$ cat src/rtl/sram_controller_pkg.sv
// Shared types and default constants for the SRAM memory-stage controller.
package sram_ctrl_pkg;

    localparam int unsigned DEF_BASE_ADDR   = 1024;
    localparam int unsigned DEF_WAIT_CYCLES = 2;
    localparam int unsigned DEF_SRAM_ADDR_W = 18;
    localparam int unsigned DATA_W          = 32;
    localparam int unsigned HALF_W          = 16;

    typedef enum logic [1:0] {
        IDLE = 2'd0,
        LOW  = 2'd1,
        HIGH = 2'd2,
        DONE = 2'd3
    } state_t;

    typedef enum logic {
        HALF_LO = 1'b0,
        HALF_HI = 1'b1
    } half_sel_t;

    // Pick the 16-bit half of a word that goes out in the given phase.
    function automatic logic [HALF_W-1:0] half_of(input logic [DATA_W-1:0] word,
                                                  input half_sel_t         sel);
        return (sel == HALF_HI) ? word[DATA_W-1:HALF_W] : word[HALF_W-1:0];
    endfunction

endpackage

$ cat src/rtl/sram_controller_if.sv
// Pipeline-side request bundle plus SRAM pin bundle of the memory stage.
interface sram_controller_if
    import sram_ctrl_pkg::*;
#(
    parameter int unsigned SRAM_ADDR_W = DEF_SRAM_ADDR_W
) ();

    logic                   MEM_W_EN;
    logic                   MEM_R_EN;
    logic [DATA_W-1:0]      address;
    logic [DATA_W-1:0]      writeData;
    logic [DATA_W-1:0]      readData;
    logic                   ready;
    logic [SRAM_ADDR_W-1:0] SRAM_ADDR;
    logic                   SRAM_WE_N;
    logic [HALF_W-1:0]      SRAM_DQ_OUT;
    logic                   SRAM_DQ_OE;
    logic [HALF_W-1:0]      SRAM_DQ_IN;

    // Pipeline and pad environment side.
    modport master (
        output MEM_W_EN, MEM_R_EN, address, writeData, SRAM_DQ_IN,
        input  readData, ready, SRAM_ADDR, SRAM_WE_N, SRAM_DQ_OUT, SRAM_DQ_OE
    );

    // Controller side.
    modport slave (
        input  MEM_W_EN, MEM_R_EN, address, writeData, SRAM_DQ_IN,
        output readData, ready, SRAM_ADDR, SRAM_WE_N, SRAM_DQ_OUT, SRAM_DQ_OE
    );

endinterface

$ cat src/rtl/sram_wait_counter.sv
// Wait-state counter: counts 0..WAIT_CYCLES-1 while enabled, wraps on terminal count.
module sram_wait_counter #(
    parameter int unsigned WAIT_CYCLES = 2
) (
    input  logic clk,
    input  logic rst,
    input  logic i_clear,
    input  logic i_en,
    output logic o_tc_c
);

    localparam int unsigned CNT_W = (WAIT_CYCLES > 1) ? $clog2(WAIT_CYCLES) : 1;
    localparam logic [CNT_W-1:0] LAST = CNT_W'(WAIT_CYCLES - 1);

    logic [CNT_W-1:0] r_count;

    assign o_tc_c = i_en && (r_count == LAST);

    // Count up during a phase; restart on clear or at the last wait cycle.
    always_ff @(posedge clk) begin
        if (rst) begin
            r_count <= '0;
        end else if (i_clear || o_tc_c) begin
            r_count <= '0;
        end else if (i_en) begin
            r_count <= r_count + CNT_W'(1);
        end
    end

endmodule

$ cat src/rtl/sram_controller.sv
// Memory-stage controller: one 32-bit access as two wait-stated 16-bit SRAM accesses.
module sram_controller
    import sram_ctrl_pkg::*;
#(
    parameter int unsigned BASE_ADDR   = DEF_BASE_ADDR,
    parameter int unsigned WAIT_CYCLES = DEF_WAIT_CYCLES,
    parameter int unsigned SRAM_ADDR_W = DEF_SRAM_ADDR_W
) (
    input  logic              clk,
    input  logic              rst,
    sram_controller_if.slave  bus
);

    localparam int unsigned WORD_W = SRAM_ADDR_W - 1;

    state_t                 r_state;
    state_t                 w_next_state;
    logic [DATA_W-1:0]      r_addr;
    logic [DATA_W-1:0]      r_wdata;
    logic                   r_is_wr;
    logic [DATA_W-1:0]      r_read_data;
    logic [SRAM_ADDR_W-1:0] r_sram_addr;
    logic                   r_we_n;
    logic                   r_oe;
    logic [HALF_W-1:0]      r_dq_out;

    logic                   w_req;
    logic [DATA_W-1:0]      w_src_addr;
    logic [DATA_W-1:0]      w_src_data;
    logic                   w_src_wr;
    logic [DATA_W-1:0]      w_offset;
    logic [WORD_W-1:0]      w_word;
    logic                   w_latch;
    logic                   w_cnt_clear;
    logic                   w_cnt_en;
    logic                   w_tc;
    logic                   w_cap_lo;
    logic                   w_cap_hi;
    half_sel_t              w_half;
    logic [SRAM_ADDR_W-1:0] w_sram_addr;
    logic                   w_we_n;
    logic                   w_oe;
    logic [HALF_W-1:0]      w_dq_out;

    assign w_req = bus.MEM_W_EN | bus.MEM_R_EN;

    // In IDLE the pins are set up from the live request; afterwards from latched copies.
    assign w_src_addr = (r_state == IDLE) ? bus.address   : r_addr;
    assign w_src_data = (r_state == IDLE) ? bus.writeData : r_wdata;
    assign w_src_wr   = (r_state == IDLE) ? bus.MEM_W_EN  : r_is_wr;

    // Byte address to SRAM word index; addresses below the base simply wrap.
    assign w_offset = w_src_addr - DATA_W'(BASE_ADDR);
    assign w_word   = WORD_W'(w_offset >> 2);

    sram_wait_counter #(
        .WAIT_CYCLES (WAIT_CYCLES)
    ) u_wait_counter (
        .clk     (clk),
        .rst     (rst),
        .i_clear (w_cnt_clear),
        .i_en    (w_cnt_en),
        .o_tc_c  (w_tc)
    );

    // State register.
    always_ff @(posedge clk) begin
        if (rst) begin
            r_state <= IDLE;
        end else begin
            r_state <= w_next_state;
        end
    end

    // Next-state decode plus the pin values for the state being entered.
    always_comb begin
        w_next_state = r_state;
        w_latch      = 1'b0;
        w_cnt_clear  = 1'b0;
        w_cnt_en     = 1'b0;
        w_cap_lo     = 1'b0;
        w_cap_hi     = 1'b0;
        w_half       = HALF_LO;
        w_sram_addr  = '0;
        w_we_n       = 1'b1;
        w_oe         = 1'b0;
        w_dq_out     = '0;

        case (r_state)
            IDLE: begin
                w_cnt_clear = 1'b1;
                if (w_req) begin
                    w_latch      = 1'b1;
                    w_next_state = LOW;
                end
            end
            LOW: begin
                w_cnt_en = 1'b1;
                if (w_tc) begin
                    w_cap_lo     = 1'b1;
                    w_next_state = HIGH;
                end
            end
            HIGH: begin
                w_cnt_en = 1'b1;
                if (w_tc) begin
                    w_cap_hi     = 1'b1;
                    w_next_state = DONE;
                end
            end
            DONE: begin
                w_cnt_clear  = 1'b1;
                w_next_state = IDLE;
            end
            default: begin
                w_next_state = IDLE;
            end
        endcase

        if (w_next_state == LOW || w_next_state == HIGH) begin
            w_half      = (w_next_state == HIGH) ? HALF_HI : HALF_LO;
            w_sram_addr = {w_word, w_half};
            if (w_src_wr) begin
                w_we_n   = 1'b0;
                w_oe     = 1'b1;
                w_dq_out = half_of(w_src_data, w_half);
            end
        end
    end

    // Request latch, registered SRAM pins and half-word read capture.
    always_ff @(posedge clk) begin
        if (rst) begin
            r_addr      <= '0;
            r_wdata     <= '0;
            r_is_wr     <= 1'b0;
            r_read_data <= '0;
            r_sram_addr <= '0;
            r_we_n      <= 1'b1;
            r_oe        <= 1'b0;
            r_dq_out    <= '0;
        end else begin
            if (w_latch) begin
                r_addr  <= bus.address;
                r_wdata <= bus.writeData;
                r_is_wr <= bus.MEM_W_EN;
            end
            if (w_cap_lo && !r_is_wr) begin
                r_read_data[HALF_W-1:0] <= bus.SRAM_DQ_IN;
            end
            if (w_cap_hi && !r_is_wr) begin
                r_read_data[DATA_W-1:HALF_W] <= bus.SRAM_DQ_IN;
            end
            r_sram_addr <= w_sram_addr;
            r_we_n      <= w_we_n;
            r_oe        <= w_oe;
            r_dq_out    <= w_dq_out;
        end
    end

    assign bus.ready       = ((r_state == IDLE) && !w_req) || (r_state == DONE);
    assign bus.readData    = r_read_data;
    assign bus.SRAM_ADDR   = r_sram_addr;
    assign bus.SRAM_WE_N   = r_we_n;
    assign bus.SRAM_DQ_OE  = r_oe;
    assign bus.SRAM_DQ_OUT = r_dq_out;

endmodule
$ cat src/flat_wrapper.sv
// flat-port wrapper written by rule: the top's interface ports become plain ports
module sram_controller_flat import sram_ctrl_pkg::*;
#(
    parameter int unsigned BASE_ADDR   = DEF_BASE_ADDR,
    parameter int unsigned WAIT_CYCLES = DEF_WAIT_CYCLES,
    parameter int unsigned SRAM_ADDR_W = DEF_SRAM_ADDR_W
)
  (clk, rst, bus_MEM_W_EN, bus_MEM_R_EN, bus_address, bus_writeData, bus_SRAM_DQ_IN, bus_readData, bus_ready, bus_SRAM_ADDR, bus_SRAM_WE_N, bus_SRAM_DQ_OUT, bus_SRAM_DQ_OE);
  sram_controller_if #(.SRAM_ADDR_W(SRAM_ADDR_W)) bus_i ();
  input  logic clk;
  input  logic rst;
  input wire logic [$bits(bus_i.MEM_W_EN)-1:0] bus_MEM_W_EN;
  input wire logic [$bits(bus_i.MEM_R_EN)-1:0] bus_MEM_R_EN;
  input wire logic [$bits(bus_i.address)-1:0] bus_address;
  input wire logic [$bits(bus_i.writeData)-1:0] bus_writeData;
  input wire logic [$bits(bus_i.SRAM_DQ_IN)-1:0] bus_SRAM_DQ_IN;
  output wire logic [$bits(bus_i.readData)-1:0] bus_readData;
  output wire logic [$bits(bus_i.ready)-1:0] bus_ready;
  output wire logic [$bits(bus_i.SRAM_ADDR)-1:0] bus_SRAM_ADDR;
  output wire logic [$bits(bus_i.SRAM_WE_N)-1:0] bus_SRAM_WE_N;
  output wire logic [$bits(bus_i.SRAM_DQ_OUT)-1:0] bus_SRAM_DQ_OUT;
  output wire logic [$bits(bus_i.SRAM_DQ_OE)-1:0] bus_SRAM_DQ_OE;
  assign bus_i.MEM_W_EN = bus_MEM_W_EN;
  assign bus_i.MEM_R_EN = bus_MEM_R_EN;
  assign bus_i.address = bus_address;
  assign bus_i.writeData = bus_writeData;
  assign bus_i.SRAM_DQ_IN = bus_SRAM_DQ_IN;
  assign bus_readData = bus_i.readData;
  assign bus_ready = bus_i.ready;
  assign bus_SRAM_ADDR = bus_i.SRAM_ADDR;
  assign bus_SRAM_WE_N = bus_i.SRAM_WE_N;
  assign bus_SRAM_DQ_OUT = bus_i.SRAM_DQ_OUT;
  assign bus_SRAM_DQ_OE = bus_i.SRAM_DQ_OE;
  sram_controller #(.BASE_ADDR(BASE_ADDR), .WAIT_CYCLES(WAIT_CYCLES), .SRAM_ADDR_W(SRAM_ADDR_W)) u_core (.clk(clk), .rst(rst), .bus(bus_i));
endmodule
$ cat config.mk
export PLATFORM = sky130hd
export DESIGN_NAME = sram_controller_flat
export DESIGN_NICKNAME = d
export VERILOG_FILES = /design/src/rtl/sram_controller_pkg.sv /design/src/rtl/sram_controller_if.sv /design/src/rtl/sram_wait_counter.sv /design/src/rtl/sram_controller.sv /design/src/flat_wrapper.sv
export SDC_FILE = /design/constraint.sdc
export NUM_CORES = 1
export LEC_CHECK = 0
export ABC_AREA = 1
export CAP_MARGIN = 20
export CORE_UTILIZATION = 40
export CTS_CLUSTER_DIAMETER = 50
export CTS_CLUSTER_SIZE = 28
export DETAILED_ROUTE_END_ITERATION = 10
export DONT_BUFFER_PORTS = 1
export PLACE_DENSITY_LB_ADDON = 0.12
export SLEW_MARGIN = 20
export SYNTH_ARGS = -nofsm -noshare
export SYNTH_HDL_FRONTEND = slang
export SYNTH_SLANG_ARGS = --single-unit
$ cat constraint.sdc
create_clock -name clk -period 2.9 [get_ports clk]
set_clock_uncertainty 0.15 [all_clocks]
set_input_delay 0.435 -clock clk [delete_from_list [all_inputs] [get_ports clk]]
set_output_delay 0.435 -clock clk [all_outputs]
set_load 0.05 [all_outputs]
==> results_dict.tcl, run 1 <==
set metrics [dict create \
    outcome "complete, but fails checks" \
    violations "design-rule violations" \
    htree_levels 4 \
    clock_latency_ns 0.41 \
    cts_buffers 17 \
    synth_cells 632 \
    period_needed_ns 2.61 \
    drc_errors 6 \
    clk_path_buf_depth 2 \
    finalSetupViolCount 0 \
    p_switching_mw 3.17 \
    cts_tree "built" \
    ys_types 24 \
    ios 153 \
    worstPathRequired_ns 3.07 \
    r2r.worst_path.cells 12 \
    p_seq_share_pct 40.3 \
    drive_gt1_share_pct 8.16 \
    power.leakage_nw 2.43 \
    die_h_um 112 \
    slew_viol_final 0 \
    instances_no_fill 780 \
    yosys_register_bits 121 \
    placed_cells 747 \
    hpwl_um 7940 \
    drt_iter0_markers 273 \
    track_usage_pct 19.8 \
    max_slew_margin_pct 37.7 \
    path_clk_slew_ns 0.06 \
    finalNetCount 715 \
    critPathCapture "u_core.bus.SRAM_ADDR[3]$_SDFF_PP0_" \
    wl_um 12000 \
    crit_path_end_kind "register" \
    initial_core_util_pct 41.6 \
    synthesis.area_mm2 0.00481 \
    p_clk_share_pct 29.6 \
    crit_type "reg2reg" \
    post_cts.repair.setup_buffers 0 \
    rr_startpoint "u_core.r_state[0]$_SDFF_PP0_" \
    syn-num-nets 723 \
    avgSynthCellArea_um2 7.61 \
    fin_util_pct 48.1 \
    via_per_inst 5.12 \
    rows 39 \
    start_kind "register" \
    power_density_mw_per_mm2 1350 \
    pwr-share-comb_pct 30.1 \
    drt_pass1_iterations 8 \
    startpoint "u_core.r_state[0]$_SDFF_PP0_" \
    drt.antenna.violating_nets 0 \
    ir_worst_vdd_mv 0.453 \
    critPathMaxFanout 9 \
    antenna_found_initial 0 \
    worstMarginPinSlew_ns 0.932 \
    finalCritPeriodShare_pct 90.0 \
    ff2ff_setup_slack_ns 0.29 \
    wl_per_cell_um 15.3 \
    power.internal_mw 4.32 \
    grt_setup_unrepaired "no" \
    hold_viol 0 \
    holdCritPathClass "in2reg" \
    die_w_um 112 \
    arrival_ns 2.78 \
    antenna_cells 0 \
    drv_cap 0 \
    grt_pass1_wl_um 19000 \
    clock-root-buffer "clkbuf_16" \
    place_congestion 0.820 \
    yosysWarnings 0 \
    yosysSeqAreaShare_pct 50.3 \
    worst_hold_slack_ns 0.0123 \
    vias 3991 \
    syn2layout_area_growth_pct 15.5 \
    grt_pass1_vias 3761 \
    max_freq_mhz 383 \
    grt_start_max_net_pins 51 \
    cts_sinks 121 \
    core_area_mm2 0.0116 \
    switching_share_pct 42.4 \
    overflow 0 \
    tns_ns 0 \
    r2r-end "u_core.bus.SRAM_ADDR[3]$_SDFF_PP0_" \
    die_area_mm2 0.0125 \
    port_buffers 0 \
]
## cell usage after synthesis
library cell	instances	area [µm²]
dfxtp_1	121	2420
nor2_1	101	379
o21ai_0	90	450
a21oi_1	76	380
nand2_1	73	274
inv_1	72	270
a211oi_1	18	135
clkbuf_1	18	67.6
o211ai_1	17	128
buf_2	16	80.1
ha_1	7	87.6
nand3_1	5	25.0
buf_1	4	15.0
inv_2	2	7.51
nor2_2	2	12.5
o21ai_1	2	10.0
a21o_1	1	7.51
buf_4	1	7.51
nand2_2	1	6.26
nand4_1	1	6.26
nor2_4	1	11.3
nor3_1	1	5.00
nor3_4	1	16.3
o21bai_1	1	7.51
## layout by cell type, fill, tap and decap left out, types with 3 or more instances in the layout
master | netlist | routed
dfxtp_1 | 121 | 121
nor2_1 | 101 | 99
o21ai_0 | 90 | 89
a21oi_1 | 76 | 76
nand2_1 | 73 | 73
inv_1 | 72 | 72
a211oi_1 | 18 | 18
o211ai_1 | 17 | 17
clkbuf_16 | 0 | 17
buf_4 | 1 | 11
ha_1 | 7 | 6
nand3_1 | 5 | 5
clkinv_2 | 0 | 4
bufinv_16 | 0 | 4
o21ai_1 | 2 | 3
nor2_2 | 2 | 3
## repair_timing
item / in CTS / in global routing
setup endpoints to repair: 0 / 34
hold buffers: 1 / 0
resized for setup: 0 / 4
hold endpoints to repair: 22 / 0
## metal layers
metal,wire [µm],track usage [%],vias up
li1,-,-,2057
met1,5480,24.8,1798
met2,5270,29.8,129
met3,1100,8.17,7
met4,99,8.47,0
met5,0,0,-
## power groups by stage
stage,combinational (mW),sequential [mW],clock (mW)
after global placement,2.16,3.05,0
after floorplan,1.75,2.99,0
after detailed placement,2.21,3.06,0
after CTS,2.23,3.02,2.27
after global routing,2.57,3.07,2.36
final,2.26,3.02,2.22
## worst max-delay path, stage by stage (launching register included)
cell,delay (ns)
dfxtp_1,0.37
inv_1,0.10
ha_2,0.29
nand2_1,0.17
nand2_1,0.08
a21o_1,0.16
o21ai_1,0.18
inv_1,0.07
ha_1,0.30
nor2_4,0.15
buf_4,0.19
inv_1,0.14
a21oi_1,0.17
## how the worst min path moves through the flow
stage                                               start                                          to  cells after the start
2_1_floorplan  u_core.u_wait_counter.r_count$_SDFFE_PP0N_  u_core.u_wait_counter.r_count$_SDFFE_PP0N_                      1
3_3_place_gp   u_core.u_wait_counter.r_count$_SDFFE_PP0N_  u_core.u_wait_counter.r_count$_SDFFE_PP0N_                      1
3_5_place_dp   u_core.u_wait_counter.r_count$_SDFFE_PP0N_  u_core.u_wait_counter.r_count$_SDFFE_PP0N_                      1
4_1_cts                                 bus_SRAM_DQ_IN[3]         u_core.bus.readData[3]$_SDFFE_PP0P_                      2
5_1_grt                                bus_SRAM_DQ_IN[12]        u_core.bus.readData[28]$_SDFFE_PP0P_                      2
6_report                               bus_SRAM_DQ_IN[12]        u_core.bus.readData[28]$_SDFFE_PP0P_                      2
## state kept, by name, summed over array words and instances (netlist names)
| register | cells |
|---|---|
| u_core.r_is_wr | 1 |
| u_core.u_wait_counter.r_count | 1 |
| u_core.r_state | 2 |
| u_core.bus.SRAM_DQ_OUT | 16 |
| u_core.bus.SRAM_DQ_OE | 1 |
| u_core.r_addr | 17 |
| u_core.bus.SRAM_ADDR | 18 |
| u_core.bus.SRAM_WE_N | 1 |
| u_core.r_wdata | 32 |
| u_core.bus.readData | 32 |
## cell families after synthesis
kind of cell               Yosys count  synth area share [%]
AOI/OAI and AO/OA                  205                  23.2
and+or+nand+nor                    186                  15.3
DFF                                121                  50.3
buffers and inverters              113                  9.31
adders and majority gates            7                  1.82
## through the flow
stage / setup slack, ns / area, µm² / power [mW]
final: 0.291 / 5560 / 7.49
after global routing: 0.0173 / 5560 / 8.00
after CTS: 0.0815 / 5550 / 7.52
after detailed placement: 0.112 / 4910 / 5.27
after global placement: 0.215 / 4910 / 5.21
after floorplan: 0.489 / 4810 / 4.74
## layout make-up
class / count / area, µm²
Inverter: 74 / 278
Fill cell: 1117 / 6000
Tap cell: 143 / 179
Clock buffer: 20 / 457
Timing Repair Buffer: 12 / 92.6
Multi-Input combinational cell: 398 / 1960
Clock inverter: 12 / 173
Sequential cell: 121 / 2420
No activity file was read; power rests on OpenSTA's default activity.
==> run 2, diff against run 1 <==
Settings changed: PLACE_DENSITY from default to 0.6, PLACE_DENSITY_LB_ADDON 0.12 to default.
==> run 2 against run 1 <==
Net effect: the flow still finishes with violations (design-rule violations); utilization is 1.0 points higher; global-route usage is 0.59 points higher; clock-buffer cell count is 1 lower; die area stayed put; combinational power hardly changed; register-to-register slack hardly changed; setup slack worse by 0.0084 ns; largest cell class unchanged; largest power group unchanged.
==> results_dict.tcl, run 2 (synthesis results as in run 1) <==
set metrics [dict create \
    outcome "complete, but fails checks" \
    violations "design-rule violations" \
    arrival_ns 2.81 \
    power_density_mw_per_mm2 1310 \
    drt.antenna.violating_nets 0 \
    die_h_um 112 \
    period_needed_ns 2.62 \
    core_area_mm2 0.0116 \
    holdCritPathClass "in2reg" \
    track_usage_pct 20.4 \
    hold_viol 0 \
    critPathMaxFanout 9 \
    post_cts.repair.setup_buffers 0 \
    rr_startpoint "u_core.r_state[0]$_SDFF_PP0_" \
    antenna_cells 0 \
    r2r.worst_path.cells 12 \
    crit_path_end_kind "register" \
    hpwl_um 7870 \
    rows 39 \
    ff2ff_setup_slack_ns 0.28 \
    drt_iter0_markers 335 \
    ir_worst_vdd_mv 0.394 \
    power.leakage_nw 2.48 \
    r2r-end "u_core.bus.SRAM_ADDR[6]$_SDFF_PP0_" \
    grt_pass1_wl_um 19900 \
    initial_core_util_pct 41.6 \
    grt_setup_unrepaired "no" \
    crit_type "reg2reg" \
    drc_errors 6 \
    htree_levels 4 \
    vias 4077 \
    fillers 1131 \
    cts_tree "built" \
    drt_pass1_iterations 8 \
    clk_path_buf_depth 2 \
    syn2layout_area_growth_pct 18.0 \
    overflow 0 \
    drive_gt1_share_pct 8.14 \
    finalCritPeriodShare_pct 90.3 \
    multi_input_area_mm2 0.00195 \
    drv_cap 0 \
    antenna_found_initial 0 \
    cts_sinks 121 \
    port_buffers 0 \
    holdPathEnd "u_core.bus.readData[28]$_SDFFE_PP0P_" \
    hold_start "bus_SRAM_DQ_IN[12]" \
    tns_ns 0 \
    setup_ws_ns 0.283 \
    wl_um 12000 \
    slew_viol_final 0 \
    grt_start_max_net_pins 64 \
    ios 153 \
    place_congestion 0.801 \
    clock-root-buffer "clkbuf_16" \
    clock_latency_ns 0.41 \
    wl_per_cell_um 15.2 \
    start_kind "register" \
    worstMarginPinSlew_ns 0.971 \
    final_common_cell "dfxtp_1" \
    worstPathRequired_ns 3.09 \
    min_path_cells 2 \
    die_area_mm2 0.0125 \
    max_slew_margin_pct 35.1 \
    die_w_um 112 \
    preCtsSetupSlack_ns 0.185 \
    via_per_inst 5.13 \
    max_freq_mhz 382 \
    cts_buffers 17 \
    grt_pass1_vias 3964 \
    regArea_mm2 0.00242 \
    path_clk_slew_ns 0.06 \
    final_cell_mix "dfxtp_1, nor2_1, o21ai_0" \
    finalNetCount 729 \
    finalSetupViolCount 0 \
]
run 2: through the flow:
step	power, mW	util (%)	instance area (µm²)	hold WS (ns)	instances
2_1_floorplan	4.74	-	4810	0.261	632
5_1_grt	7.96	49.1	5680	0.00868	794
4_1_cts	7.50	49.1	5670	0.000198	794
6_report	7.45	49.1	5680	0.0193	794
3_3_place_gp	5.19	42.5	4910	0.271	748
3_5_place_dp	5.26	42.5	4910	0.276	748
run 2: worst max-delay path, stage by stage (launching register included):
cell,delay (ns)
dfxtp_1,0.38
inv_1,0.12
ha_2,0.30
nand2_1,0.17
nand2_1,0.07
a21o_1,0.15
o21ai_0,0.21
inv_1,0.07
ha_1,0.28
nor2_2,0.16
buf_4,0.20
inv_1,0.15
a21oi_1,0.15
run 2: worst max-delay path by stage:
| stage | start | endpoint | slack (ns) | cells past startpoint |
|---|---|---|---|---|
| floorplan | u_core.r_state[0]$_SDFF_PP0_ | u_core.bus.SRAM_ADDR[1]$_SDFF_PP0_ | 0.49 | 12 |
| global placement | u_core.r_state[0]$_SDFF_PP0_ | u_core.bus.SRAM_ADDR[13]$_SDFF_PP0_ | 0.25 | 12 |
| detailed placement | u_core.r_state[0]$_SDFF_PP0_ | u_core.bus.SRAM_DQ_OUT[15]$_SDFF_PP0_ | 0.19 | 11 |
| CTS | u_core.r_state[0]$_SDFF_PP0_ | u_core.bus.SRAM_DQ_OUT[15]$_SDFF_PP0_ | 0.16 | 11 |
| global route | u_core.r_state[0]$_SDFF_PP0_ | u_core.bus.SRAM_DQ_OUT[3]$_SDFF_PP0_ | 0.02 | 11 |
| finish | u_core.r_state[0]$_SDFF_PP0_ | u_core.bus.SRAM_ADDR[6]$_SDFF_PP0_ | 0.28 | 12 |
run 2: routing by layer:
layer / global-route usage, % / wire length (µm) / vias up
met3: 8.27 / 1020 / 11
li1: - / - / 2075
met1: 25.5 / 5510 / 1857
met4: 8.83 / 108 / 0
met5: 0 / 0 / -
met2: 30.8 / 5400 / 134
run 2: cell type report:
type	count	share of cell area, %
repair buffers	26	4.06
multi-input cells	398	34.3
well taps	143	3.15
clock buffers	19	7.98
clock inverters	13	2.95
flip-flops and latches	121	42.7
inverters	74	4.89
run 2: where the power goes:
group | internal, mW | switching [mW]
logic | 0.707 | 1.53
clock network | 1.40 | 0.783
registers | 2.14 | 0.883
total | 4.25 | 3.20
run 2: repair_timing:
item | in CTS | in global routing
setup endpoints to repair | 0 | 24
resized for setup | 0 | 1
hold endpoints to repair | 45 | 0
hold buffers | 14 | 0
==> run 3, diff against run 2 <==
Settings changed: SYNTH_HIERARCHICAL from default to 1.
==> run 3 against run 2 <==
Net effect: the flow still finishes with violations (design-rule violations); critical path depth unchanged; setup slack lost 0.021 ns; area after synthesis fell by 0.49%; clock power is 3% lower; register-to-register slack worse by 0.02 ns; flip-flop and latch count did not move.
==> results_dict.tcl, run 3 <==
set metrics [dict create \
    fillers 1143 \
    setup_ws_ns 0.262 \
    clock-root-buffer "clkbuf_16" \
    antenna_found_initial 0 \
    tns_ns 0 \
    grt.busiest_layer "met2" \
    worstMarginPinSlew_ns 0.608 \
    ff2ff_setup_slack_ns 0.26 \
    synth_area_leader_cell "dfxtp_1" \
    grt_use_met2_pct 31.7 \
    grt_start_max_net_pins 66 \
    ios 153 \
    drt_iter0_markers 241 \
    startpoint "u_core/r_state[1]$_SDFF_PP0_" \
    drt.antenna.violating_nets 0 \
    initial_core_util_pct 41.4 \
    holdPathEnd "u_core/u_wait_counter/r_count$_SDFFE_PP0P_" \
    yosysSeqAreaShare_pct 50.6 \
    p_clk_share_pct 29.0 \
    finalSetupViolCount 0 \
    critPathMaxFanout 9 \
    hold_viol 0 \
    cts_tree "built" \
    drc_errors 24 \
    violations "design-rule violations" \
    pwr-share-comb_pct 32.0 \
    synthesis.area_mm2 0.00479 \
    worst_hold_slack_ns 0.0291 \
    drv_cap 0 \
    p_switching_mw 3.04 \
    finalNetCount 717 \
    grt_pass1_vias 3922 \
    die_w_um 111 \
    use_met3_pct 7.68 \
    core_area_mm2 0.0116 \
    via_per_inst 5.11 \
    vias 4002 \
    preCtsSetupSlack_ns 0.201 \
    die_area_mm2 0.0124 \
    min_path_cells 3 \
    die_h_um 111 \
    syn-num-nets 721 \
    total_power_mw 7.31 \
    clock_latency_ns 0.41 \
    hold_start "rst" \
    drt_pass1_iterations 7 \
    overflow 0 \
    ir_worst_vdd_mv 0.607 \
    drive_gt1_share_pct 8.44 \
    p_seq_share_pct 38.9 \
    cts_sinks 121 \
    cts_buffers 17 \
    final_cell_mix "dfxtp_1, o21ai_0, a21oi_1" \
    rr_startpoint "u_core/r_state[1]$_SDFF_PP0_" \
    worstPathRequired_ns 3.09 \
    finalCritPeriodShare_pct 91.0 \
    power.internal_mw 4.26 \
    rows 39 \
    max_freq_mhz 379 \
    yosys_register_bits 121 \
    ys_top_cells_by_count "dfxtp_1, o21ai_0, a21oi_1, nor2_1, inv_1" \
    synth-main-ff-cell "dfxtp_1" \
    post-synth-top-count-cell "dfxtp_1" \
    htree_levels 4 \
    max_slew_margin_pct 59.5 \
    ys_top_cells_by_area "dfxtp_1, o21ai_0, a21oi_1, nor2_1, inv_1" \
    clk_path_buf_depth 2 \
    period_needed_ns 2.64 \
    yosysWarnings 6 \
    grt_setup_unrepaired "no" \
    async_flop_share_pct 0 \
    antenna_cells 0 \
    r2r.worst_path.cells 12 \
    syn2layout_area_growth_pct 15.2 \
    place_congestion 0.842 \
    ys_types 28 \
    port_buffers 0 \
    track_usage_pct 19.0 \
    crit_type "reg2reg" \
    power.leakage_nw 2.26 \
    global_route.usage.met1_pct 21.6 \
    arrival_ns 2.83 \
    path_clk_slew_ns 0.05 \
    slew_viol_final 0 \
    power_density_mw_per_mm2 1320 \
    hpwl_um 7690 \
    outcome "complete, but fails checks" \
    grt_pass1_wl_um 18600 \
    wl_per_cell_um 14.5 \
    r2r-end "u_core/bus.SRAM_ADDR[1]$_SDFF_PP0_" \
    switching_share_pct 41.7 \
    crit_path_end_kind "register" \
    avgSynthCellArea_um2 7.59 \
    holdCritPathClass "in2reg" \
    synth_edf_count 0 \
    final_common_cell "dfxtp_1" \
    synth_top_area_share_pct 50.6 \
    start_kind "register" \
    fin_util_pct 47.7 \
    synth_cells 631 \
    wl_um 11400 \
]
## run 3: cell count changes in the layout (fill, tap and decap cells not counted), moves of 2 or more
cell	previous run	this run
a211oi_1	18	3
a21oi_1	76	100
clkbuf_1	0	3
clkinv_2	2	6
clkinv_4	3	0
clkinvlp_4	2	0
dlygate4sd3_1	14	1
inv_2	2	4
inv_6	3	0
nand2_1	73	55
nand3_1	5	7
nor2_1	100	90
o211ai_1	17	7
o21ai_0	90	114
## run 3: critical path, cell delays in order, from the launching register on
cell and delay (ns):
dfxtp_1 0.41, inv_1 0.09, ha_1 0.31, nand2_1 0.10, inv_1 0.08, inv_1 0.07, o21ai_0 0.07, o21ai_0 0.25
ha_1 0.28, nor2_1 0.28, buf_4 0.25, o21ai_0 0.10, a21oi_1 0.13
## run 3: kinds of logic after synthesis
logic type,synth area share (%)
compound gates,25.0
fa+ha+maj,1.57
buf+inv,9.77
flops,50.6
simple gates,13.1
## run 3: final cells by class
class / instances / area [µm²] / area share, %
clock inverters: 9 / 120 / 2.18
flip-flops and latches: 121 / 2420 / 43.9
inverters: 76 / 285 / 5.17
clock buffers: 23 / 478 / 8.67
multi-input cells: 396 / 1900 / 34.5
well taps: 143 / 179 / 3.24
repair buffers: 15 / 128 / 2.31
## run 3: per-stage QoR
step	area (µm²)	std cells
global route	5520	783
detailed placement	4900	750
finish	5520	783
floorplan	4790	631
CTS	5510	783
global placement	4900	750
## run 3: worst max path at each step
| stage | slack [ns] | cells after the start | to |
|---|---|---|---|
| after floorplan | 0.38 | 12 | u_core/bus.SRAM_ADDR[2]$_SDFF_PP0_ |
| after global placement | 0.32 | 11 | u_core/bus.SRAM_ADDR[2]$_SDFF_PP0_ |
| after detailed placement | 0.20 | 11 | u_core/bus.SRAM_ADDR[2]$_SDFF_PP0_ |
| after CTS | 0.19 | 11 | u_core/bus.SRAM_ADDR[2]$_SDFF_PP0_ |
| after global routing | 0.005 | 12 | u_core/bus.SRAM_ADDR[1]$_SDFF_PP0_ |
| final | 0.26 | 12 | u_core/bus.SRAM_ADDR[1]$_SDFF_PP0_ |
## run 3: layer usage
metal | routed length, µm | vias up
li1 | - | 2047
met1 | 4950 | 1832
met2 | 5420 | 112
met3 | 850 | 11
met4 | 163 | 0
met5 | 0 | -
## run 3: what timing repair did
item | 4_1_cts | 5_1_grt
endpoints found under the hold margin | 2 | 0
resized for setup | 0 | 2
hold buffers | 1 | 0
setup endpoints to repair | 0 | 2
setup buffers | 0 | 0
## run 3: power groups by stage
stage	Sequential, mW	Clock (mW)	Combinational, mW
finish	2.85	2.12	2.34
global route	2.88	2.23	2.67
CTS	2.85	2.17	2.33
detailed placement	2.88	0	2.33
global placement	2.88	0	2.25
floorplan	2.83	0	1.86
